--- config.mk ---
export PLATFORM = sky130hd
export DESIGN_NAME = spectrum_bar_draw
export DESIGN_NICKNAME = d
export VERILOG_FILES = /design/src/rtl/spectrum_pkg.sv /design/src/rtl/bar_height_ram.sv /design/src/rtl/spectrum_bar_draw.sv
export SDC_FILE = /design/constraint.sdc
export NUM_CORES = 1
export LEC_CHECK = 0
export BUFFER_PORTS_ARGS = -buffer_cell sky130_fd_sc_hd__buf_2
export CAP_MARGIN = 5
export CELL_PAD_IN_SITES_DETAIL_PLACEMENT = 0
export CELL_PAD_IN_SITES_GLOBAL_PLACEMENT = 2
export CORE_MARGIN = 2
export CORE_UTILIZATION = 37
export CTS_CLUSTER_DIAMETER = 100
export DETAILED_ROUTE_END_ITERATION = 8
export GPL_TIMING_DRIVEN = 0
export PLACE_DENSITY_LB_ADDON = 0.08
export SYNTH_ARGS = -nofsm -noshare
export SYNTH_HDL_FRONTEND = slang
export SYNTH_SLANG_ARGS = --single-unit
--- constraint.sdc ---
create_clock -name lcd_clk -period 7.24 [get_ports lcd_clk]
set_clock_uncertainty 0.15 [all_clocks]
set_input_delay 0.362 -clock lcd_clk [delete_from_list [all_inputs] [get_ports lcd_clk]]
set_output_delay 0.362 -clock lcd_clk [all_outputs]
set_load 0.02 [all_outputs]
--- src/rtl/spectrum_pkg.sv ---
// Shared colours, fetch FSM state encoding and bar-geometry defaults for the spectrum bar renderer.
package spectrum_pkg;

    localparam int BAR_NUM_DEF = 64;
    localparam int H_MAX_DEF   = 400;

    localparam logic [15:0] RGB_FG = 16'hF800;
    localparam logic [15:0] RGB_BG = 16'h0000;
    localparam logic [15:0] RGB_PK = 16'hFFFF;

    typedef enum logic [2:0] {
        ST_IDLE,
        ST_REQ,
        ST_WAIT,
        ST_CALC,
        ST_DONE
    } fetch_state_e;

endpackage

--- src/rtl/bar_height_ram.sv ---
// 64x9 simple dual-port RAM: synchronous write, asynchronous read.
// A read of the address being written in the same cycle returns the old word.
module bar_height_ram #(
    parameter int DEPTH = 64,
    parameter int AW    = 6,
    parameter int DW    = 9
) (
    input  logic          clk,
    input  logic          we_i,
    input  logic [AW-1:0] waddr_i,
    input  logic [DW-1:0] wdata_i,
    input  logic [AW-1:0] raddr_i,
    output logic [DW-1:0] rdata_o
);

    logic [DW-1:0] mem_q [DEPTH];

    always_ff @(posedge clk) begin
        if (we_i) begin
            mem_q[waddr_i] <= wdata_i;
        end
    end

    assign rdata_o = mem_q[raddr_i];

endmodule

--- src/rtl/spectrum_bar_draw.sv ---
// Fetches spectrum magnitudes into a bar-height RAM and renders RGB565 bars, 1-cycle pixel latency.
// Optional peak-hold markers are enabled with SPECTRUM_PEAK_HOLD_EN.
module spectrum_bar_draw
    import spectrum_pkg::*;
#(
    parameter int          BAR_NUM   = BAR_NUM_DEF,
    parameter int          BAR_W     = 7,
    parameter int          X0        = 16,
    parameter int          Y_BASE    = 460,
    parameter int          H_MAX     = H_MAX_DEF,
    parameter int          MAG_SHIFT = 4,
    parameter int          RD_LAT    = 3,
    parameter logic [15:0] FG        = RGB_FG,
    parameter logic [15:0] BG        = RGB_BG,
    parameter logic [15:0] PK        = RGB_PK
) (
    input  logic        lcd_clk,
    input  logic        rst,
    input  logic        fifo_empty,
    input  logic [15:0] fifo_q,
    input  logic [6:0]  rd_cnt,
    output logic        data_req,
    output logic        wr_over,
    input  logic [10:0] pixel_xpos,
    input  logic [10:0] pixel_ypos,
    output logic [15:0] pixel_data
);

    localparam int WCW = 4;

    fetch_state_e   st_q;
    logic           fe_q;
    logic           data_req_q;
    logic           wr_over_q;
    logic [6:0]     idx_q;
    logic [WCW-1:0] wcnt_q;
    logic [15:0]    mag_q;
    logic           clr_busy_q;
    logic [5:0]     clr_idx_q;

    logic [15:0]    mag_sh;
    logic [8:0]     h_calc;
    logic           ram_we;
    logic [5:0]     ram_waddr;
    logic [8:0]     ram_wdata;

    logic [10:0]    px_prev_q;
    logic [6:0]     col_q, col_d;
    logic [3:0]     sub_q, sub_d;
    logic           col_ok_q, col_ok_d;
    logic [8:0]     h_rd;
    logic [11:0]    y12;
    logic [15:0]    pix_q, pix_d;

    assign mag_sh = mag_q >> MAG_SHIFT;
    assign h_calc = (mag_sh > 16'(H_MAX)) ? 9'(H_MAX) : mag_sh[8:0];

    // fifo_empty is staged once, so a fresh non-empty indication reaches REQ on the second cycle.
    always_ff @(posedge lcd_clk) begin
        if (rst) begin
            st_q       <= ST_IDLE;
            fe_q       <= 1'b1;
            data_req_q <= 1'b0;
            wr_over_q  <= 1'b0;
            idx_q      <= '0;
            wcnt_q     <= '0;
            mag_q      <= '0;
            clr_busy_q <= 1'b1;
            clr_idx_q  <= '0;
        end else begin
            fe_q       <= fifo_empty;
            data_req_q <= 1'b0;
            wr_over_q  <= 1'b0;
            if (clr_busy_q) begin
                clr_idx_q <= clr_idx_q + 6'd1;
                if (clr_idx_q == 6'd63) begin
                    clr_busy_q <= 1'b0;
                end
            end
            case (st_q)
                ST_IDLE: begin
                    if (!clr_busy_q && !fe_q) begin
                        st_q       <= ST_REQ;
                        data_req_q <= 1'b1;
                    end
                end
                ST_REQ: begin
                    idx_q  <= rd_cnt;
                    wcnt_q <= WCW'(RD_LAT - 1);
                    st_q   <= ST_WAIT;
                end
                ST_WAIT: begin
                    if (wcnt_q == '0) begin
                        mag_q <= fifo_q;
                        st_q  <= ST_CALC;
                    end else begin
                        wcnt_q <= wcnt_q - 1'b1;
                    end
                end
                ST_CALC: begin
                    st_q      <= ST_DONE;
                    wr_over_q <= 1'b1;
                end
                ST_DONE: begin
                    st_q <= ST_IDLE;
                end
                default: begin
                    st_q <= ST_IDLE;
                end
            endcase
        end
    end

    always_comb begin
        ram_we    = 1'b0;
        ram_waddr = idx_q[5:0];
        ram_wdata = h_calc;
        if (!rst && clr_busy_q) begin
            ram_we    = 1'b1;
            ram_waddr = clr_idx_q;
            ram_wdata = '0;
        end else if (!rst && st_q == ST_CALC && idx_q < 7'(BAR_NUM)) begin
            ram_we = 1'b1;
        end
    end

    // Column tracking follows a scan that starts at X0 and steps by one pixel (or repeats).
    always_comb begin
        col_d    = col_q;
        sub_d    = sub_q;
        col_ok_d = 1'b0;
        if (pixel_xpos == 11'(X0)) begin
            col_d    = '0;
            sub_d    = '0;
            col_ok_d = 1'b1;
        end else if (col_ok_q && pixel_xpos == px_prev_q) begin
            col_ok_d = 1'b1;
        end else if (col_ok_q && pixel_xpos == px_prev_q + 11'd1) begin
            if (sub_q == 4'(BAR_W - 1)) begin
                col_d    = col_q + 7'd1;
                sub_d    = '0;
                col_ok_d = (col_q != 7'(BAR_NUM - 1));
            end else begin
                sub_d    = sub_q + 4'd1;
                col_ok_d = 1'b1;
            end
        end
    end

    bar_height_ram u_height_ram (
        .clk     (lcd_clk),
        .we_i    (ram_we),
        .waddr_i (ram_waddr),
        .wdata_i (ram_wdata),
        .raddr_i (col_d[5:0]),
        .rdata_o (h_rd)
    );

    assign y12 = {1'b0, pixel_ypos};

`ifdef SPECTRUM_PEAK_HOLD_EN
    logic [8:0] pk_shadow_q [64];
    logic [3:0] pk_cnt_q    [64];
    logic [8:0] pk_max;
    logic [8:0] pk_wdata;
    logic [8:0] pk_rd;

    // Write-side copy of the peaks, so the update does not steal the display read port.
    always_comb begin
        pk_max   = (h_calc > pk_shadow_q[idx_q[5:0]]) ? h_calc : pk_shadow_q[idx_q[5:0]];
        pk_wdata = pk_max;
        if (pk_cnt_q[idx_q[5:0]] == 4'd15 && pk_max != 9'd0) begin
            pk_wdata = pk_max - 9'd1;
        end
        if (clr_busy_q) begin
            pk_wdata = '0;
        end
    end

    always_ff @(posedge lcd_clk) begin
        if (ram_we) begin
            pk_shadow_q[ram_waddr] <= pk_wdata;
            pk_cnt_q[ram_waddr]    <= clr_busy_q ? 4'd0 : pk_cnt_q[ram_waddr] + 4'd1;
        end
    end

    bar_height_ram u_peak_ram (
        .clk     (lcd_clk),
        .we_i    (ram_we),
        .waddr_i (ram_waddr),
        .wdata_i (pk_wdata),
        .raddr_i (col_d[5:0]),
        .rdata_o (pk_rd)
    );
`endif

    always_comb begin
        pix_d = BG;
        if (col_ok_d && y12 <= 12'(Y_BASE) && (y12 + {3'b000, h_rd}) >= 12'(Y_BASE)) begin
            pix_d = FG;
        end
`ifdef SPECTRUM_PEAK_HOLD_EN
        if (col_ok_d && (y12 + {3'b000, pk_rd}) == 12'(Y_BASE)) begin
            pix_d = PK;
        end
`endif
    end

    always_ff @(posedge lcd_clk) begin
        if (rst) begin
            px_prev_q <= '0;
            col_q     <= '0;
            sub_q     <= '0;
            col_ok_q  <= 1'b0;
            pix_q     <= BG;
        end else begin
            px_prev_q <= pixel_xpos;
            col_q     <= col_d;
            sub_q     <= sub_d;
            col_ok_q  <= col_ok_d;
            pix_q     <= pix_d;
        end
    end

    assign data_req   = data_req_q;
    assign wr_over    = wr_over_q;
    assign pixel_data = pix_q;

endmodule

-- Word level (Yosys, flattened, before mapping)
Memories as Yosys holds them, arrays and structs flattened.
Cells that the tools add are included.
- register bits after elaboration: 79
- RAM bits: 576
- output and inout port bits: 18
- word-level logic and storage cells: 87
- memories: 1
- memory list (name ; depth ; bits a word ; read ports ; clocked after memory_dff ; wr ports ; line ; RTL):
    u_height_ram.mem_q ; 64 ; 9 ; 1 ; 0 ; 1 ; bar_height_ram.sv:16 ; logic [DW-1:0] mem_q [DEPTH];
- add/sub/neg operators: 6
- magnitude comparators: 4
- eq/ne operators: 12
- mux-type cells: 26
- bitwise logic cells: 2
- reduce and logical (&&, ||, !) cells: 21
- operator list (operator ; count):
    $mux 6 ; 5
    $eq 11x11->1 ; 2
    $mux 9 ; 2
    $mux 16 ; 1
    $add 11x9->12 ; 1
    $ge 12x9->1 const B ; 1
    $gt 12x9->1 const B ; 1
    $mux 1 ; 12
    $pmux 3 s4 ; 1
    $add 11x1->11 const B ; 1
    $eq 11x5->1 const B ; 1
    $le 11x9->1 const B ; 1
    $logic_and 1x1->1 ; 8
    $mux 4 ; 2
    $pmux 4 s2 ; 1
    $reduce_and 2->1 ; 4
    $add 7x1->7 const B ; 1
    $lt 7x7->1 const B ; 1
    $ne 7x6->1 const B ; 1
    $add 6x1->6 const B ; 1
    $eq 3x2->1 const B ; 2
    $eq 6x6->1 const B ; 1
    $mux 3 ; 2
    $ne 2x2->1 const B ; 3
    other kinds (11) ; 15

-- Longest topological paths before layout
An unclocked memory read counts as a cell.
- depth in word-level cells: 11
- gate-level depth with buffers: 30
- gate-level depth less buffers: 25

-- By module
Synthesis repeated with hierarchy kept, for this count alone.
- cells, all modules: 1446
- area total of the unflattened synthesis: 26145.1 µm²
- modules (own cells, without submodules) (module ; times used ; cells each ; area an instance (µm²)):
    bar_height_ram ; 1 ; 1011 ; 22414.0
    spectrum_bar_draw ; 1 ; 435 ; 3731.1

-- Worst setup path after synthesis
No wires, ideal clock.
- path kind: reg2reg
- from: reg px_prev_q[1]
- to: reg pix_q[14], in the netlist pixel_data[14]
- setup time: 60 ps
- arrival: 5749 ps
- required time: 7030 ps
- path slack: 1281 ps
- cell stages (with the launch flop): 29
- clock period less this slack: 5959 ps
- path through: dfxtp_1 ha_1 buf_2 nand4b_1 o22a_1 or4_1 buf_2 nor4_4 mux2i_1 clkbuf_1 clkbuf_1 clkbuf_1 nand3_1 a21oi_1 nor4_1 and4_1 ha_1 inv_1 fa_1 inv_1 a21o_1 a21oi_1 o21bai_1 a21o_1 a211oi_1 xnor2_1 a31oi_1 o311ai_0 and3_1
- word-level cells in the longest chain between the ends: 11
- elaborated cells on any way between the ends: 17
- RTL lines (element ; line ; RTL):
    from (decl) ; spectrum_bar_draw.sv:47 ; logic [10:0] px_prev_q;
    from (signal assigned) ; spectrum_bar_draw.sv:217 ; px_prev_q <= pixel_xpos;
    $add 11x1->11 ; spectrum_bar_draw.sv:138 ; end else if (col_ok_q && pixel_xpos == px_prev_q + 11'd1) begin
    $eq 11x11->1 ; spectrum_bar_draw.sv:138 ;
    $logic_and 1x1->1 ; spectrum_bar_draw.sv:138 ;
    $mux 6 ; spectrum_bar_draw.sv:138 ;
    $mux 6 ; spectrum_bar_draw.sv:136 ; end else if (col_ok_q && pixel_xpos == px_prev_q) begin
    $mux 6 ; spectrum_bar_draw.sv:132 ; if (pixel_xpos == 11'(X0)) begin
    $mem_v2 64x9 ; n/a ;
    $add 11x9->12 ; spectrum_bar_draw.sv:199 ; if (col_ok_d && y12 <= 12'(Y_BASE) && (y12 + {3'b000, h_rd}) >= 12'(Y_BASE)) begin
    $ge 12x9->1 ; spectrum_bar_draw.sv:199 ;
    $logic_and 1x1->1 (*) ; spectrum_bar_draw.sv:199 ;
    $mux 16 (*) ; spectrum_bar_draw.sv:199 ;
    to (signal assigned) ; spectrum_bar_draw.sv:221 ; pix_q <= pix_d;
    to (decl) ; spectrum_bar_draw.sv:53 ; logic [15:0] pix_q, pix_d;
Every way passes the cells marked *; elsewhere a longest branch is shown, timed or not.
A chain may end at the register's enable or synchronous reset.

-- Worst setup path after layout
Same ends and word-level chain as after synthesis.

==> results.txt <==
Clock Path Buffers - 3
num rows - 98
P&R area growth vs syn - 17.94%
WS Path Type - reg2reg
die extent in x - 272.4 um
maximum fanout along the worst path - 10
root buf cell - clkbuf_16
die height - 272.4 um
clk slew on worst S/H paths - 60 ps
sequential share of the synthesized area - 69.40%
Finished Layout Cells - 3453
fillers - 6730
power density cells - 241.1 nW/um^2
max-slew violations - 0
post-synth top area share - 64.90%
post-detail-place hpwl - 61340 um
share of cells above drive strength 1 - 13.26%
DRT antenna net count - 0
initial antenna violation count - 4
Post-route DRC - 0
Synth cell types - 71
max-cap viol count - 0
sequential cell area - 18500 um^2
n_diodes - 0
Core Region - 71360 um^2
clock latency on the worst-skew pair - 620 ps
largest net degree at the start of global routing - 65
register bit total from synthesis - 636
WL/cell - 25.65 um
CP endpoint kind - flip-flop
CP Launch Type - flip-flop
achievable frequency - 147.2 MHz
clk sinks - 636
share of flip-flops with an asynchronous set or reset - 0%
Peak VDD IR - 0.1975 mV
# nets final - 2512
Mapped Area - 26650 um^2
most frequent cell after synthesis - nand2_1
routed vias/inst - 5.345
Design Area, Final - 31440 um^2
leakage - 11.38 nW
total grt overflow - 0
Final period util - 93.85%
CP arrival - 7180 ps
global-route usage over all layers - 23.72%
most area-hungry cell type in the Yosys netlist - edfxtp_1
H-tree levels - 3
EDFF count, synth - 576
Initial Util - 37.35%
IO Pins - 66
Synth Flop Type - edfxtp_1
cell area after placement - 28420 um^2
drt initial violations - 1634
via count - 18460
synthesized instance count - 2259
Num CTS Buffers - 73
gp weighted congestion - 0.8414
Port Buf Inserts - 47
footprint of the multi-input gates - 7829 um^2
CTS tree - done
Slew HR - 4.407%
Hold/Removal Path Class - in2reg
Worst Path Required - 7630 ps
Cells after DPL - 3282
Hold Fails Final Rpt - 0
Setup Viol. Count Final - 0
Synth area leaders - edfxtp_1 (65%), nand2_1 (8.2%), nand3_1 (5.4%)
Synthesis Warnings - 0
final worst path period need - 6795 ps
Avg Cell Area, Syn - 11.80 um^2
first-pass GRT wire length - 125500 um
RSZ-0062 raised after global routing - no
Slew @ Worst Pin - 1421 ps
status - completed
Die Area - 74200 um^2
drt first pass iters - 5
most frequent cells after synthesis - nand2_1 (584), edfxtp_1 (576), nand3_1 (289)
routed wire length - 88570 um
via count of the first global-routing pass - 17820
==> layer usage <==
metal | track usage, % | up-vias | share of wire [%]
met5 | 0 | - | 0
met4 | 6.217 | 0 | 2.3
met3 | 2.601 | 116 | 5.0
met2 | 39.09 | 515 | 48
met1 | 33.43 | 9289 | 45
li1 | - | 8536 | -
==> cell usage in the layout, fill, tap and decap left out, types with 41 or more instances in the layout <==
master and count:
buf_2 78, nand2_1 584, nor2_1 120, clkbuf_16 78
clkbuf_2 41, edfxtp_1 576, a21oi_1 120, nand3_1 287
clkbuf_1 50, dfxtp_1 58
==> registers in the layout, summed over array words and instances (netlist names), 3 cells and up <==
signal and count:
sub_q 4, u_height_ram.mem_q 576, wcnt_q 4, clr_idx_q 6
idx_q 7, mag_q 12, col_q 7, px_prev_q 11
st_q 3
==> power by group <==
| group | internal [mW] | total [mW] | switching (mW) |
|---|---|---|---|
| Sequential | 3.95 | 3.96 | 0.00787 |
| Clock | 2.00 | 3.47 | 1.48 |
| Combinational | 0.0617 | 0.145 | 0.0828 |
| Total | 6.01 | 7.58 | 1.57 |
==> layout make-up <==
type / count / area share, %
inverters: 15 / 0.1791
flip-flops and latches: 636 / 58.85
plain buffers: 134 / 2.336
repair buffers: 110 / 2.957
well taps: 950 / 3.781
multi-input cells: 1479 / 24.90
clock buffers: 100 / 6.472
clock inverters: 29 / 0.5174
==> path summary, 6_finish.rpt <==
kind,startpoint,to,slack [ps],cells past startpoint
hold / removal,pixel_ypos[10],pixel_data[14],8,4
setup reg to reg,px_prev_q[1],pixel_data[14],450,27
hold reg to reg,mag_q[14],mag_q[14],340,2
setup / recovery,px_prev_q[1],pixel_data[14],450,27
==> cell families after synthesis <==
logic type,Yosys count,synth area share (%)
xor+xnor,36,1.183
mux,41,1.573
flops,636,69.40
compound gates,224,5.112
fa+ha+maj,15,0.7323
buf+inv,154,2.657
simple gates,1152,19.33
other cells,1,0.01407
==> stage by stage <==
step,power (mW),hold slack (ps),setup slack (ps),utilization [%],setup TNS [ps]
2_1_floorplan,4.120,304.7,1281,-,0
5_1_grt,7.800,17.76,79.95,44.05,0
3_3_place_gp,4.165,316.5,-1854,39.40,-1854
4_1_cts,7.632,8.591,0.2798,43.57,0
3_5_place_dp,4.168,332.4,-1390,39.82,-1390
6_report,7.579,8.146,445.2,44.05,0
==> critical path, cell delays in order (launching register included) <==
cell,delay [ps]
dfxtp_2,420
ha_1,160
buf_2,220
nand4b_1,120
o22a_1,220
or4_1,510
buf_2,210
nor4_4,140
buf_4,210
buf_4,160
mux2_2,400
buf_2,230
buf_4,250
mux2i_1,150
mux2i_2,270
o32ai_2,140
nor4_1,410
and3_1,320
ha_1,290
a21o_1,170
a21oi_1,250
o21bai_1,110
a21o_1,210
a211oi_1,290
xnor2_1,150
a31oi_1,100
o311ai_1,270
and3_1,190
==> what timing repair did <==
item                                    CTS  global route
endpoints found under the setup margin    1             1
hold buffers                             32             0
hold endpoints to repair                 31             0
resized for setup                        43           101
pin swaps                                 1             5
cloned                                    0             0
setup buffers                             5             9
Note: power is estimated with default switching activity, not from simulation.
